==> config.mk <==
export PLATFORM = sky130hd
export DESIGN_NAME = vga_timing
export DESIGN_NICKNAME = d
export VERILOG_FILES = /design/src/rtl/vga_pkg.sv /design/src/rtl/vga_counter.sv /design/src/rtl/vga_timing.sv
export SDC_FILE = /design/constraint.sdc
export NUM_CORES = 1
export LEC_CHECK = 0
export ABC_CLOCK_PERIOD_IN_PS = 2500
export CAP_MARGIN = 20
export CORE_ASPECT_RATIO = 1.1
export CORE_MARGIN = 1.5
export CORE_UTILIZATION = 25
export CTS_CLUSTER_SIZE = 40
export DETAILED_ROUTE_END_ITERATION = 6
export PLACE_DENSITY = 0.59
export SLEW_MARGIN = 40
export SYNTH_ARGS = -nofsm -noshare
export SYNTH_HDL_FRONTEND = slang
export SYNTH_SLANG_ARGS = --single-unit
==> constraint.sdc <==
create_clock -name clk25 -period 2.5 [get_ports clk25]
set_clock_uncertainty 0.2 [all_clocks]
set_input_delay 0.5 -clock clk25 [delete_from_list [all_inputs] [get_ports clk25]]
set_output_delay 0.5 -clock clk25 [all_outputs]
set_load 0.02 [all_outputs]
==> src/rtl/vga_pkg.sv <==
// VGA 640x480@60 timing constants shared by the counter and the top level.
// Optional feature macro: VGA_TEST_PATTERN_EN (enables the colour-bar helper).
package vga_pkg;

  localparam int unsigned CNT_W = 32'd10;

  // Horizontal timing, in pixel clocks.
  localparam logic [9:0] H_VISIBLE    = 10'd640;
  localparam logic [9:0] H_FRONT      = 10'd16;
  localparam logic [9:0] H_SYNC       = 10'd96;
  localparam logic [9:0] H_BACK       = 10'd48;
  localparam logic [9:0] H_TOTAL      = H_VISIBLE + H_FRONT + H_SYNC + H_BACK;
  localparam logic [9:0] H_SYNC_START = H_VISIBLE + H_FRONT;
  localparam logic [9:0] H_SYNC_END   = H_SYNC_START + H_SYNC;  // first column after sync

  // Vertical timing, in lines.
  localparam logic [9:0] V_VISIBLE    = 10'd480;
  localparam logic [9:0] V_FRONT      = 10'd10;
  localparam logic [9:0] V_SYNC       = 10'd2;
  localparam logic [9:0] V_BACK       = 10'd33;
  localparam logic [9:0] V_TOTAL      = V_VISIBLE + V_FRONT + V_SYNC + V_BACK;
  localparam logic [9:0] V_SYNC_START = V_VISIBLE + V_FRONT;
  localparam logic [9:0] V_SYNC_END   = V_SYNC_START + V_SYNC;  // first line after sync

`ifdef VGA_TEST_PATTERN_EN
  localparam logic [9:0] BAR_W = 10'd80;

  // Index of the 80-pixel colour bar containing column x (valid for x < 640).
  function automatic logic [2:0] bar_index(input logic [9:0] x);
    return 3'(x / BAR_W);
  endfunction
`endif

endpackage

==> src/rtl/vga_counter.sv <==
// Modulo-N up counter with enable; wrap is high in the cycle that returns to 0.
module vga_counter #(
  parameter int unsigned W = 32'd10,
  parameter logic [W-1:0] N = {W{1'b1}}
) (
  input  logic         clk,
  input  logic         reset,
  input  logic         en,
  output logic [W-1:0] count,
  output logic         wrap
);

  localparam logic [W-1:0] LAST = N - {{(W-1){1'b0}}, 1'b1};
  localparam logic [W-1:0] ONE  = {{(W-1){1'b0}}, 1'b1};

  logic [W-1:0] count_r;
  logic         wrap_s;

  assign wrap_s = en && (count_r == LAST);
  assign wrap   = wrap_s;
  assign count  = count_r;

  // Count register: cleared by reset, folds back to 0 instead of reaching N.
  always_ff @(posedge clk) begin
    if (reset) begin
      count_r <= {W{1'b0}};
    end else if (wrap_s) begin
      count_r <= {W{1'b0}};
    end else if (en) begin
      count_r <= count_r + ONE;
    end else begin
      count_r <= count_r;
    end
  end

endmodule

==> src/rtl/vga_timing.sv <==
// 640x480@60 VGA timing generator with registered sync and colour outputs.
// Optional feature macro: VGA_TEST_PATTERN_EN (test_sel selects 8 colour bars).
module vga_timing
  import vga_pkg::*;
(
  input  logic       clk25,
  input  logic       reset,
  input  logic [3:0] red_in,
  input  logic [3:0] green_in,
  input  logic [3:0] blue_in,
  input  logic       test_sel,
  output logic [9:0] xpos,
  output logic [9:0] ypos,
  output logic       frame_start,
  output logic [3:0] vga_r,
  output logic [3:0] vga_g,
  output logic [3:0] vga_b,
  output logic       vga_hs,
  output logic       vga_vs
);

  logic [9:0] xpos_s;
  logic [9:0] ypos_s;
  logic       h_wrap_s;
  logic       v_wrap_unused_s;
  logic       visible_s;
  logic       hs_raw_s;
  logic       vs_raw_s;
  logic [3:0] r_s;
  logic [3:0] g_s;
  logic [3:0] b_s;
  logic [3:0] vga_r_r;
  logic [3:0] vga_g_r;
  logic [3:0] vga_b_r;
  logic       vga_hs_r;
  logic       vga_vs_r;

  vga_counter #(.W(CNT_W), .N(H_TOTAL)) u_hcnt (
    .clk   (clk25),
    .reset (reset),
    .en    (1'b1),
    .count (xpos_s),
    .wrap  (h_wrap_s)
  );

  vga_counter #(.W(CNT_W), .N(V_TOTAL)) u_vcnt (
    .clk   (clk25),
    .reset (reset),
    .en    (h_wrap_s),
    .count (ypos_s),
    .wrap  (v_wrap_unused_s)
  );

  assign xpos        = xpos_s;
  assign ypos        = ypos_s;
  assign frame_start = (xpos_s == 10'd0) && (ypos_s == 10'd0);
  assign visible_s   = (xpos_s < H_VISIBLE) && (ypos_s < V_VISIBLE);
  assign hs_raw_s    = !((xpos_s >= H_SYNC_START) && (xpos_s < H_SYNC_END));
  assign vs_raw_s    = !((ypos_s >= V_SYNC_START) && (ypos_s < V_SYNC_END));

`ifdef VGA_TEST_PATTERN_EN
  logic [2:0] bar_s;

  // Pixel colour: blank outside the visible area, else bars or game colour.
  always_comb begin
    r_s   = 4'd0;
    g_s   = 4'd0;
    b_s   = 4'd0;
    bar_s = bar_index(xpos_s);
    if (visible_s) begin
      if (test_sel) begin
        r_s = {4{bar_s[2]}};
        g_s = {4{bar_s[1]}};
        b_s = {4{bar_s[0]}};
      end else begin
        r_s = red_in;
        g_s = green_in;
        b_s = blue_in;
      end
    end else begin
      r_s = 4'd0;
      g_s = 4'd0;
      b_s = 4'd0;
    end
  end
`else
  logic unused_test_sel_s;
  assign unused_test_sel_s = test_sel;

  // Pixel colour: blank outside the visible area, else the game colour.
  always_comb begin
    r_s = 4'd0;
    g_s = 4'd0;
    b_s = 4'd0;
    if (visible_s) begin
      r_s = red_in;
      g_s = green_in;
      b_s = blue_in;
    end else begin
      r_s = 4'd0;
      g_s = 4'd0;
      b_s = 4'd0;
    end
  end
`endif

  // Output stage: one clock of latency for sync and colour so they stay aligned.
  always_ff @(posedge clk25) begin
    if (reset) begin
      vga_r_r  <= 4'd0;
      vga_g_r  <= 4'd0;
      vga_b_r  <= 4'd0;
      vga_hs_r <= 1'b1;
      vga_vs_r <= 1'b1;
    end else begin
      vga_r_r  <= r_s;
      vga_g_r  <= g_s;
      vga_b_r  <= b_s;
      vga_hs_r <= hs_raw_s;
      vga_vs_r <= vs_raw_s;
    end
  end

  assign vga_r  = vga_r_r;
  assign vga_g  = vga_g_r;
  assign vga_b  = vga_b_r;
  assign vga_hs = vga_hs_r;
  assign vga_vs = vga_vs_r;

endmodule

Word-level counts from Yosys, hierarchy flattened
Index checks and enable logic that the tools add are counted.

Register bits after elaboration: 34. Bits of input ports: 15. Logic and storage cells: 30.

$add $sub $neg: 2. $lt $le $gt $ge: 6. Equal/unequal tests: 2. Bitwise operators: 1. Reduce and logical (&&, ||, !) cells: 12.

Operators by type and width (count): adder 10 x 1 -> 10 bit (second input constant) (2); equality test 10 bit (second input constant) (2); logical NOT 10 bit (2); less-than comparator 10 bit (second input constant) (2); less-than comparator 10 x 9 -> 1 bit (second input constant) (2); >= comparator 10 bit (second input constant) (1); >= comparator 10 x 9 -> 1 bit (second input constant) (1); OR reduction 2 bit (3); logical AND 1 bit (5); logical NOT 1 bit (2); NOT 1 bit (1).

Depth between registers and ports, before layout
Gate-level depths: netlist of the first run.

Depth in word-level cells: 4. Gate-level depth with buffers: 7. Gate-level depth less buffers: 6.

By module
A second synthesis of the first run with hierarchy kept.

Cell total of the unflattened synthesis: 154. Area, all modules: 1472.7 sq um.

By module, submodules not included: vga_counter at u_vcnt (instances 1, cells an instance 55, area each 503.0 sq um); vga_counter at u_hcnt (instances 1, cells an instance 53, area each 490.5 sq um); vga_timing (instances 1, cells an instance 46, area each 479.2 sq um).

Worst setup path before layout of the first run
OpenSTA, ideal clock, no wires.

Path kind: register to output. Start: reg u_vcnt.count_r[0] (netlist: u_vcnt.count[0]). End: out frame_start. Data arrival time: 1698 ps. Required time: 1800 ps. Path slack: 102 ps. Stages on the path, launching flop included: 6. Path buffers: 0. Cell sequence: dfxtp_1 -> inv_1 -> ha_1 -> nor4b_1 -> nand4_1 -> nor4_1.

Cells in the longest elaborated chain, start to end: 2.

RTL lines: start, declared (RTL line vga_counter.sv:16) `logic [W-1:0] count_r;`; start signal, assigned (RTL line vga_counter.sv:26) `count_r <= {W{1'b0}};`; start signal, assigned (RTL line vga_counter.sv:28) `count_r <= {W{1'b0}};`; start signal, assigned (RTL line vga_counter.sv:30) `count_r <= count_r + ONE;`; logical NOT 10 bit (RTL line vga_timing.sv:56) `assign frame_start = (xpos_s == 10'd0) && (ypos_s == 10'd0);`; logical AND 1 bit (RTL line vga_timing.sv:56); end, declared (RTL line vga_timing.sv:14) `output logic frame_start,`.

No other way between the ends.

Worst setup path after layout of the first run
Start: reg u_vcnt.count_r[1] (netlist: u_vcnt.count[1]). End: out frame_start.

Same word-level chain as after synthesis.

==> results of run 1 <==
## cell families (layout without fill, tap and decap cells)
kind of cell | after synthesis | in the layout | share of synthesized area, %
multiplexers | 1 | 1 | 0.682
XOR/XNOR | 13 | 13 | 7.76
AO/OA/AOI/OAI | 10 | 10 | 3.84
adder cells (fa/ha/maj) | 4 | 4 | 3.41
flip-flops | 34 | 34 | 46.4
AND/OR/NAND/NOR | 79 | 79 | 32.6
buffers and inverters | 12 | 79 | 5.37
## final timing paths
kind	depth (start not counted)	start	slack [ps]	end
worst max-delay path	7	u_vcnt.count[1]	140	frame_start
worst min-delay path	1	u_hcnt.count[0]	310	u_hcnt.count[0]
worst max register to register	5	u_hcnt.count[0]	370	u_hcnt.count[9]
worst min register to register	1	u_hcnt.count[0]	310	u_hcnt.count[0]
## routing by layer
metal | vias to the layer above | global-route usage (%) | share of wire (%)
li1 | 660 | - | -
met2 | 37 | 18.9 | 48
met1 | 595 | 12.1 | 43
met3 | 5 | 5.05 | 7.5
met5 | - | 0 | 0
met4 | 0 | 4.04 | 1.5
## final cells by class
| cell class | count | area [µm²] |
|---|---|---|
| inverter | 6 | 22.5 |
| multi-input combinational | 107 | 714 |
| clock buffer | 8 | 110 |
| sequential | 34 | 681 |
| tap | 77 | 96.3 |
| fill | 621 | 3510 |
| timing repair buffer | 65 | 603 |
## timing repair
action	in CTS	in global routing
endpoints found under the setup margin	1	1
endpoints found under the hold margin	0	0
gates resized for setup	5	1
## per-stage QoR
stage	instance area [µm²]	utilization (%)
after floorplan	1470	-
after global placement	2120	36.9
after detailed placement	2120	36.9
after CTS	2220	38.7
after global routing	2230	38.8
final	2230	38.8
## cell usage after synthesis, drive strengths merged
cell,instances
nor4bb,1
or3,5
nor4,4
inv,6
and4bb,1
nand2,5
nor4b,2
nor3,2
and3,4
buf,5
mux2i,1
dfxtp,34
xnor2,5
o21ai,5
nand2b,1
and2,12
xor2,8
and3b,1
nand3,8
clkbuf,1
and4,1
ha,4
a21oi,4
nor2,20
o21bai,1
nand4,10
or2,2
## registers in the layout (all words and copies together), names as in the netlist
name / cells
vga_g: 4
vga_hs: 1
u_hcnt.count: 10
u_vcnt.count: 10
vga_vs: 1
vga_b: 4
vga_r: 4
## power groups by stage
stage	logic, mW	registers (mW)	clock network [mW]
5_1_grt	0.120	0.565	0.508
3_5_place_dp	0.114	0.576	0
6_report	0.110	0.563	0.466
2_1_floorplan	0.0327	0.595	0
3_3_place_gp	0.114	0.575	0
4_1_cts	0.112	0.564	0.483
==> results.sh, run 1 <==
export IMPL_outcome="finished clean"
export IMPL_p_int_mw=0.893
export IMPL_io_buffers=48
export IMPL_slew_violations=0
export IMPL_vias_per_cell=4.37
export IMPL_wire_per_inst_um=11.2
export IMPL_combPwrFrac_pct=9.7
export IMPL_synthCells=153
export IMPL_cts_root_buffer="clkbuf_8"
export IMPL_placedCellCount=289
export IMPL_fin_ws_ps=145
export IMPL_worstSetupEndpointType="output port"
export IMPL_cp_cell_sequence="inv_1 > ha_1 > nor4b_2 > buf_4 > nand4_1 > nor4_1 > buf_2"
export IMPL_cts_setup_buffers=0
export IMPL_ys_types=33
export IMPL_cap_violations=0
export IMPL_swShare_pct=21.6
export IMPL_detail_route_antenna_nets=0
export IMPL_path_buf_inv=3
export IMPL_ys_seq_elements=34
export IMPL_hold_buffers=0
export IMPL_overflow=0
export IMPL_power_density_nw_per_um2=512
export IMPL_setup_tns_final_ps=0
export IMPL_syn_nets=172
export IMPL_drcViolationCount=0
export IMPL_crit_arrival_ps=1660
export IMPL_p_leak_nw=0.840
export IMPL_yosysSeqAreaShare_pct=46.4
export IMPL_cp_start_kind="flip-flop"
export IMPL_finalCritPeriodShare_pct=94.2
export IMPL_diodes=0
export IMPL_wl_mm=3.34
export IMPL_dieArea_um2=6340
export IMPL_cts_buffers=5
export IMPL_max_slew_margin_rel_pct=71.6
export IMPL_final_cell_mix="clkdlybuf4s50_1 (47), dfxtp_1 (34), buf_4 (17)"
export IMPL_grt_max_degree=13
export IMPL_crit_family="simple AND/OR/NAND/NOR gates"
export IMPL_max_vdd_ir_drop_mv=0.323
export IMPL_critPathMaxFanout=2
export IMPL_clk_pin_slew_ps=60
export IMPL_htree_levels=2
export IMPL_avgSynthCellArea_um2=9.59
export IMPL_cts_num_sinks=34
export IMPL_hp_class="flip-flop to flip-flop"
export IMPL_critPathSlowestCell="dfxtp_1"
export IMPL_synth_area_um2=1470
export IMPL_yosysTopAreaCellShare_pct=46.4
export IMPL_fin_crit_ps=2360
export IMPL_area_delta_synth_final_pct=51.7
export IMPL_drtIter0Drc=70
export IMPL_io_pins=50
export IMPL_synthTopCellsByArea="dfxtp_1 (46%), and2_1 (5.1%), xor2_1 (4.8%)"
export IMPL_finalHoldViolCount=0
export IMPL_rsz0062_at_grt="false"
export IMPL_seq_power_share_pct=49.4
export IMPL_num_vias=1297
export IMPL_clock_path_buffers=2
export IMPL_grt_pass1_wl_mm=5.64
export IMPL_instances_no_fill=297
export IMPL_initial_core_util_pct=25.6
export IMPL_pwr_share_clk_pct=40.9
export IMPL_finalPower_mw=1.14
export IMPL_grt_total_usage_pct=11.1
export IMPL_grt_pass1_vias=1246
export IMPL_hpwlAfterDp_mm=2.55
export IMPL_die_y_um=83.4
export IMPL_worstSkewPairLatency_ps=280
export IMPL_required_ps=1800
export IMPL_cpPeakStageDelay_ps=310
export IMPL_layout_commonest_cell="clkdlybuf4s50_1"
export IMPL_dpl_worst_slack_ps=-79.2
export IMPL_row_count=29
export IMPL_ys_warn_count=0
export IMPL_max_freq_ghz=0.425
export IMPL_antenna_found_initial=0
export IMPL_cts_tree="built"
export IMPL_yosysTopAreaCell="dfxtp_1"
export IMPL_finalNetCount=238
export IMPL_dr_pass1_iters=2
export IMPL_whs_ps=306
export IMPL_p_sw_mw=0.246
export IMPL_critical_path_class="flip-flop to output port"
export IMPL_setup_viol=0
export IMPL_drive_gt1_share_pct=17.7
export IMPL_place_gp_congestion=0.756
export IMPL_die_w_um=76.1
export IMPL_core_um2=5730
export IMPL_worst_slew_pin_slew_ps=425
No activity file was read; power rests on OpenSTA's default activity.
==> inputs of run 2 (changes only) <==
--- a/config.mk
+++ b/config.mk
@@ -5,7 +5,7 @@
 export SDC_FILE = /design/constraint.sdc
 export NUM_CORES = 1
 export LEC_CHECK = 0
-export ABC_CLOCK_PERIOD_IN_PS = 2500
+export ABC_CLOCK_PERIOD_IN_PS = 2700
 export CAP_MARGIN = 20
 export CORE_ASPECT_RATIO = 1.1
 export CORE_MARGIN = 1.5
@@ -13,7 +13,6 @@
 export CTS_CLUSTER_SIZE = 40
 export DETAILED_ROUTE_END_ITERATION = 6
 export PLACE_DENSITY = 0.59
-export SLEW_MARGIN = 40
 export SYNTH_ARGS = -nofsm -noshare
 export SYNTH_HDL_FRONTEND = slang
 export SYNTH_SLANG_ARGS = --single-unit
==> constraint.sdc (replaced) <==
create_clock -name clk25 -period 2.7 [get_ports clk25]
set_clock_uncertainty 0.2 [all_clocks]
set_input_delay 0.54 -clock clk25 [delete_from_list [all_inputs] [get_ports clk25]]
set_output_delay 0.54 -clock clk25 [all_outputs]
set_load 0.02 [all_outputs]
==> results.sh, run 2 (same netlist as run 1, synthesis figures left out) <==
export IMPL_core_um2=5730
export IMPL_die_y_um=83.4
export IMPL_r2r_setup_slack_ps=550
export IMPL_cts_setup_buffers=0
export IMPL_area_delta_synth_final_pct=48.8
export IMPL_p_sw_mw=0.229
export IMPL_initial_core_util_pct=25.6
export IMPL_fin_area_um2=2180
export IMPL_setup_viol=0
export IMPL_critical_path_class="flip-flop to output port"
export IMPL_critPathMaxFanout=2
export IMPL_seq_power_share_pct=52.5
export IMPL_cts_buffers=5
export IMPL_drive_gt1_share_pct=16.2
export IMPL_grt_pass1_vias=1251
export IMPL_final_cell_mix="clkdlybuf4s50_1 (47), dfxtp_1 (34), buf_4 (15)"
export IMPL_p_int_mw=0.766
export IMPL_overflow=0
export IMPL_critPathLaunch="u_vcnt.count[0]"
export IMPL_worstSkewPairLatency_ps=280
export IMPL_drtIter0Drc=60
export IMPL_dr_pass1_iters=4
export IMPL_hold_start="u_hcnt.count[0]"
export IMPL_finalHoldViolCount=0
export IMPL_dpl_worst_slack_ps=-36.4
export IMPL_hpwlAfterDp_mm=2.58
export IMPL_hp_class="flip-flop to flip-flop"
export IMPL_regToRegEndpoint="u_hcnt.count[7]"
export IMPL_cp_start_kind="flip-flop"
export IMPL_fin_crit_ps=2500
export IMPL_cap_violations=0
export IMPL_die_w_um=76.1
export IMPL_detail_route_antenna_nets=0
export IMPL_htree_levels=2
export IMPL_reg2reg_from="u_hcnt.count[0]"
export IMPL_cts_tree="built"
export IMPL_layout_commonest_cell="clkdlybuf4s50_1"
export IMPL_grt_total_usage_pct=11.5
export IMPL_whs_ps=317
export IMPL_cp_endpoint="frame_start"
export IMPL_cts_num_sinks=34
export IMPL_finalCritPeriodShare_pct=92.7
export IMPL_final_core_util_pct=38.1
export IMPL_p_leak_nw=0.815
export IMPL_wire_per_inst_um=11.7
export IMPL_clk_pin_slew_ps=60
export IMPL_fin_ws_ps=196
export IMPL_rsz0062_at_grt="false"
export IMPL_max_freq_ghz=0.399
export IMPL_worst_slew_pin_slew_ps=462
export IMPL_worstSetupEndpointType="output port"
export IMPL_io_pins=50
export IMPL_row_count=29
export IMPL_num_vias=1284
export IMPL_vias_per_cell=4.38
export IMPL_diodes=0
export IMPL_cp_cell_sequence="inv_1 > ha_1 > nor4b_2 > buf_4 > nand4_1 > nor4_1 > clkbuf_2"
export IMPL_outcome="finished clean"
export IMPL_required_ps=1960
export IMPL_drcViolationCount=0
export IMPL_critPathSlowestCell="dfxtp_1"
export IMPL_nFillCells=602
export IMPL_setup_tns_final_ps=0
export IMPL_pwr_share_clk_pct=37.2
export IMPL_dpl_cell_area_um2=2100
export IMPL_antenna_found_initial=0
export IMPL_cts_root_buffer="clkbuf_8"
export IMPL_cpPeakStageDelay_ps=310
export IMPL_io_buffers=48
export IMPL_max_vdd_ir_drop_mv=0.283
export IMPL_reg2reg_depth=5
export IMPL_power_density_nw_per_um2=455
export IMPL_grt_pass1_wl_mm=5.76
export IMPL_crit_arrival_ps=1760
export IMPL_max_slew_margin_rel_pct=69.2
export IMPL_swShare_pct=23.0
export IMPL_dieArea_um2=6340
export IMPL_grt_max_degree=13
export IMPL_clock_path_buffers=2
export IMPL_slew_violations=0
export IMPL_place_gp_congestion=0.758
export IMPL_finalNetCount=236
export IMPL_wl_mm=3.42
export IMPL_combPwrFrac_pct=10.3
run 2: area by class of cell:
| class | count | area [µm²] | share of cell area (%) |
|---|---|---|---|
| Timing Repair Buffer | 63 | 588 | 26.9 |
| Inverter | 6 | 22.5 | 1.03 |
| Multi-Input combinational cell | 107 | 714 | 32.7 |
| Tap cell | 77 | 96.3 | 4.41 |
| Sequential cell | 34 | 681 | 31.2 |
| Clock buffer | 6 | 82.6 | 3.78 |
run 2: power by group through the flow:
| stage | Combinational, mW | Sequential (mW) | Clock [mW] |
|---|---|---|---|
| 6_report | 0.102 | 0.522 | 0.370 |
| 3_3_place_gp | 0.106 | 0.533 | 0 |
| 3_5_place_dp | 0.105 | 0.534 | 0 |
| 5_1_grt | 0.111 | 0.523 | 0.409 |
| 2_1_floorplan | 0.0303 | 0.551 | 0 |
| 4_1_cts | 0.104 | 0.522 | 0.389 |
run 2: how the worst min path moves through the flow:
| stage | endpoint | slack (ps) | cells past startpoint |
|---|---|---|---|
| floorplan | vga_vs | 320 | 1 |
| global placement | u_hcnt.count[0] | 300 | 1 |
| detailed placement | u_hcnt.count[0] | 300 | 1 |
| CTS | u_hcnt.count[0] | 320 | 1 |
| global route | vga_vs | 340 | 1 |
| finish | u_hcnt.count[0] | 320 | 1 |
run 2: metrics by stage:
stage | cells | total power, mW
floorplan | 153 | 0.581
global placement | 287 | 0.639
detailed placement | 287 | 0.639
CTS | 293 | 1.02
global route | 293 | 1.04
finish | 293 | 0.995
run 2: layer usage:
layer / vias to the layer above / wire [µm] / global-route usage, %
met5: - / 0 / 0
met2: 43 / 1620 / 19.1
met3: 5 / 293 / 5.60
met1: 586 / 1460 / 12.9
met4: 0 / 45 / 3.54
li1: 650 / - / -
run 2: worst max-delay path, delay by kind of cell (launching register included):
kind / cells / cell delay (ps)
buffers and inverters: 3 / 440
adder cells (fa/ha/maj): 1 / 140
flip-flops: 1 / 310
AND/OR/NAND/NOR: 3 / 570
run 2: timing repair:
action | CTS | global route
resized for setup | 2 | 3
endpoints found under the setup margin | 1 | 1
hold buffers | 0 | 0
cloned | 0 | 0
==> inputs of run 3 (changes only) <==
--- a/config.mk
+++ b/config.mk
@@ -5,14 +5,16 @@
 export SDC_FILE = /design/constraint.sdc
 export NUM_CORES = 1
 export LEC_CHECK = 0
+export ABC_AREA = 1
 export ABC_CLOCK_PERIOD_IN_PS = 2700
 export CAP_MARGIN = 20
 export CORE_ASPECT_RATIO = 1.1
 export CORE_MARGIN = 1.5
-export CORE_UTILIZATION = 25
+export CORE_UTILIZATION = 61
 export CTS_CLUSTER_SIZE = 40
 export DETAILED_ROUTE_END_ITERATION = 6
-export PLACE_DENSITY = 0.59
+export DONT_BUFFER_PORTS = 1
+export PLACE_DENSITY = 0.87
 export SYNTH_ARGS = -nofsm -noshare
 export SYNTH_HDL_FRONTEND = slang
 export SYNTH_SLANG_ARGS = --single-unit
==> results.sh, run 3 <==
export IMPL_whs_ps=82.9
export IMPL_async_flop_share_pct=0
export IMPL_layout_commonest_cell="nand2_1"
export IMPL_cts_root_buffer="clkbuf_4"
export IMPL_path_buf_inv=1
export IMPL_cts_tree="built"
export IMPL_drcViolationCount=0
export IMPL_cts_buffers=5
export IMPL_critical_path_class="flip-flop to output port"
export IMPL_wire_per_inst_um=11.4
export IMPL_rsz0062_at_grt="false"
export IMPL_grt_pass1_wl_mm=4.68
export IMPL_ys_seq_elements=34
export IMPL_yosysTopAreaCellShare_pct=42.3
export IMPL_cap_violations=0
export IMPL_row_count=19
export IMPL_io_pins=50
export IMPL_critPathMaxFanout=5
export IMPL_cpPeakStageDelay_ps=450
export IMPL_worstSkewPairLatency_ps=350
export IMPL_clk_pin_slew_ps=110
export IMPL_ys_types=26
export IMPL_vias_per_cell=5.14
export IMPL_initial_core_util_pct=64.4
export IMPL_grt_total_usage_pct=21.7
export IMPL_synthCells=225
export IMPL_finalCritPeriodShare_pct=89.5
export IMPL_detail_route_antenna_nets=0
export IMPL_ys_flop_type="dfxtp_1"
export IMPL_num_vias=1330
export IMPL_placedCellCount=251
export IMPL_p_leak_nw=0.787
export IMPL_hold_buffers=0
export IMPL_cp_cell_sequence="inv_1 > ha_1 > nand2_1 > nor3_1 > and3_1"
export IMPL_power_density_nw_per_um2=518
export IMPL_dr_pass1_iters=4
export IMPL_area_delta_synth_final_pct=3.35
export IMPL_place_gp_congestion=0.839
export IMPL_synth_area_um2=1610
export IMPL_finalHoldViolCount=0
export IMPL_r2r_setup_slack_ps=690
export IMPL_finalPower_mw=0.860
export IMPL_clock_path_buffers=2
export IMPL_grt_max_degree=13
export IMPL_cts_setup_buffers=0
export IMPL_synthTopCellsByArea="dfxtp_1 (42%), nand2_1 (11%), inv_1 (9.3%)"
export IMPL_required_ps=1960
export IMPL_hpwlAfterDp_mm=2.19
export IMPL_worstSetupEndpointType="output port"
export IMPL_synth_commonest_cells="nand2_1 (45), inv_1 (40), nor2_1 (35), dfxtp_1 (34), nand3_1 (19)"
export IMPL_die_y_um=56.8
export IMPL_antenna_found_initial=0
export IMPL_final_cell_mix="nand2_1 (45), inv_1 (40), nor2_1 (35)"
export IMPL_ys_warn_count=0
export IMPL_die_w_um=52.0
export IMPL_grt_use_met3_pct=11.2
export IMPL_io_buffers=0
export IMPL_worst_slew_pin_slew_ps=495
export IMPL_drive_gt1_share_pct=9.65
export IMPL_synth_edf_count=0
export IMPL_fin_area_um2=1660
export IMPL_cts_num_sinks=34
export IMPL_busiest_layer="met2"
export IMPL_dpl_cell_area_um2=1600
export IMPL_wl_mm=2.96
export IMPL_fin_crit_ps=2420
export IMPL_finalNetCount=246
export IMPL_diodes=0
export IMPL_cts_resized=0
export IMPL_hp_class="input pin to flip-flop"
export IMPL_avgSynthCellArea_um2=7.15
export IMPL_grt_util_met2_pct=35.3
export IMPL_grt_pass1_vias=1148
export IMPL_yosysSeqAreaShare_pct=42.3
export IMPL_drtIter0Drc=31
export IMPL_overflow=0
export IMPL_outcome="finished clean"
export IMPL_setup_tns_final_ps=0
export IMPL_htree_levels=2
export IMPL_instances_no_fill=259
export IMPL_core_um2=2500
export IMPL_dieArea_um2=2950
export IMPL_max_freq_ghz=0.414
export IMPL_setup_viol=0
export IMPL_syn_nets=244
export IMPL_max_slew_margin_rel_pct=67.0
export IMPL_yosysTopAreaCell="dfxtp_1"
export IMPL_synth_most_common_cell="nand2_1"
export IMPL_max_vdd_ir_drop_mv=0.483
export IMPL_crit_arrival_ps=1680
export IMPL_grt_use_met1_pct=23.1
export IMPL_critPathSlowestCell="dfxtp_1"
export IMPL_cp_start_kind="flip-flop"
export IMPL_slew_violations=0
export IMPL_crit_family="simple AND/OR/NAND/NOR gates"
-- run 3: cell types whose count changed after synthesis, sizes merged, moves of 3 or more --
cell	change
a21oi	+3
and2	-12
and3	-3
inv	+37
nand2	+45
nand3	+13
nand4	-6
nor2	+19
nor3	+3
nor4	-3
or3	-5
xnor2	-4
xor2	-4
-- run 3: path summary, 6_finish.rpt --
kind,from,endpoint,cells past startpoint
max,u_vcnt.count[0],frame_start,5
min,red_in[0],vga_r[0],2
max reg2reg,u_hcnt.count[0],u_vcnt.count[6],8
min reg2reg,u_hcnt.count[0],u_hcnt.count[0],1
-- run 3: through the flow --
step | utilization, % | setup WS (ps)
finish | 66.6 | 284
global route | 66.6 | 151
CTS | 66.6 | 273
detailed placement | 64.2 | 667
global placement | 64.2 | 677
floorplan | - | 792
-- run 3: cells by family after synthesis --
group / synth area share, %
compound gates: 3.66
xor+xnor: 2.72
buf+inv: 12.8
simple gates: 35.4
flops: 42.3
fa+ha+maj: 3.11
-- run 3: layer usage --
layer | vias up | wire [µm]
met5 | - | 0
met4 | 0 | 51
met3 | 6 | 241
met2 | 48 | 1410
met1 | 582 | 1260
li1 | 694 | -
-- run 3: cell type report --
type | instances | area (µm²)
clock inverter | 3 | 21.3
tap | 31 | 38.8
multi-input combinational | 143 | 722
clock buffer | 5 | 37.5
sequential | 34 | 681
inverter | 43 | 161
fill | 227 | 835
-- run 3: where the power goes --
part	internal [mW]	switching (mW)
Sequential	0.515	0.0253
Combinational	0.0122	0.0243
Clock	0.101	0.183
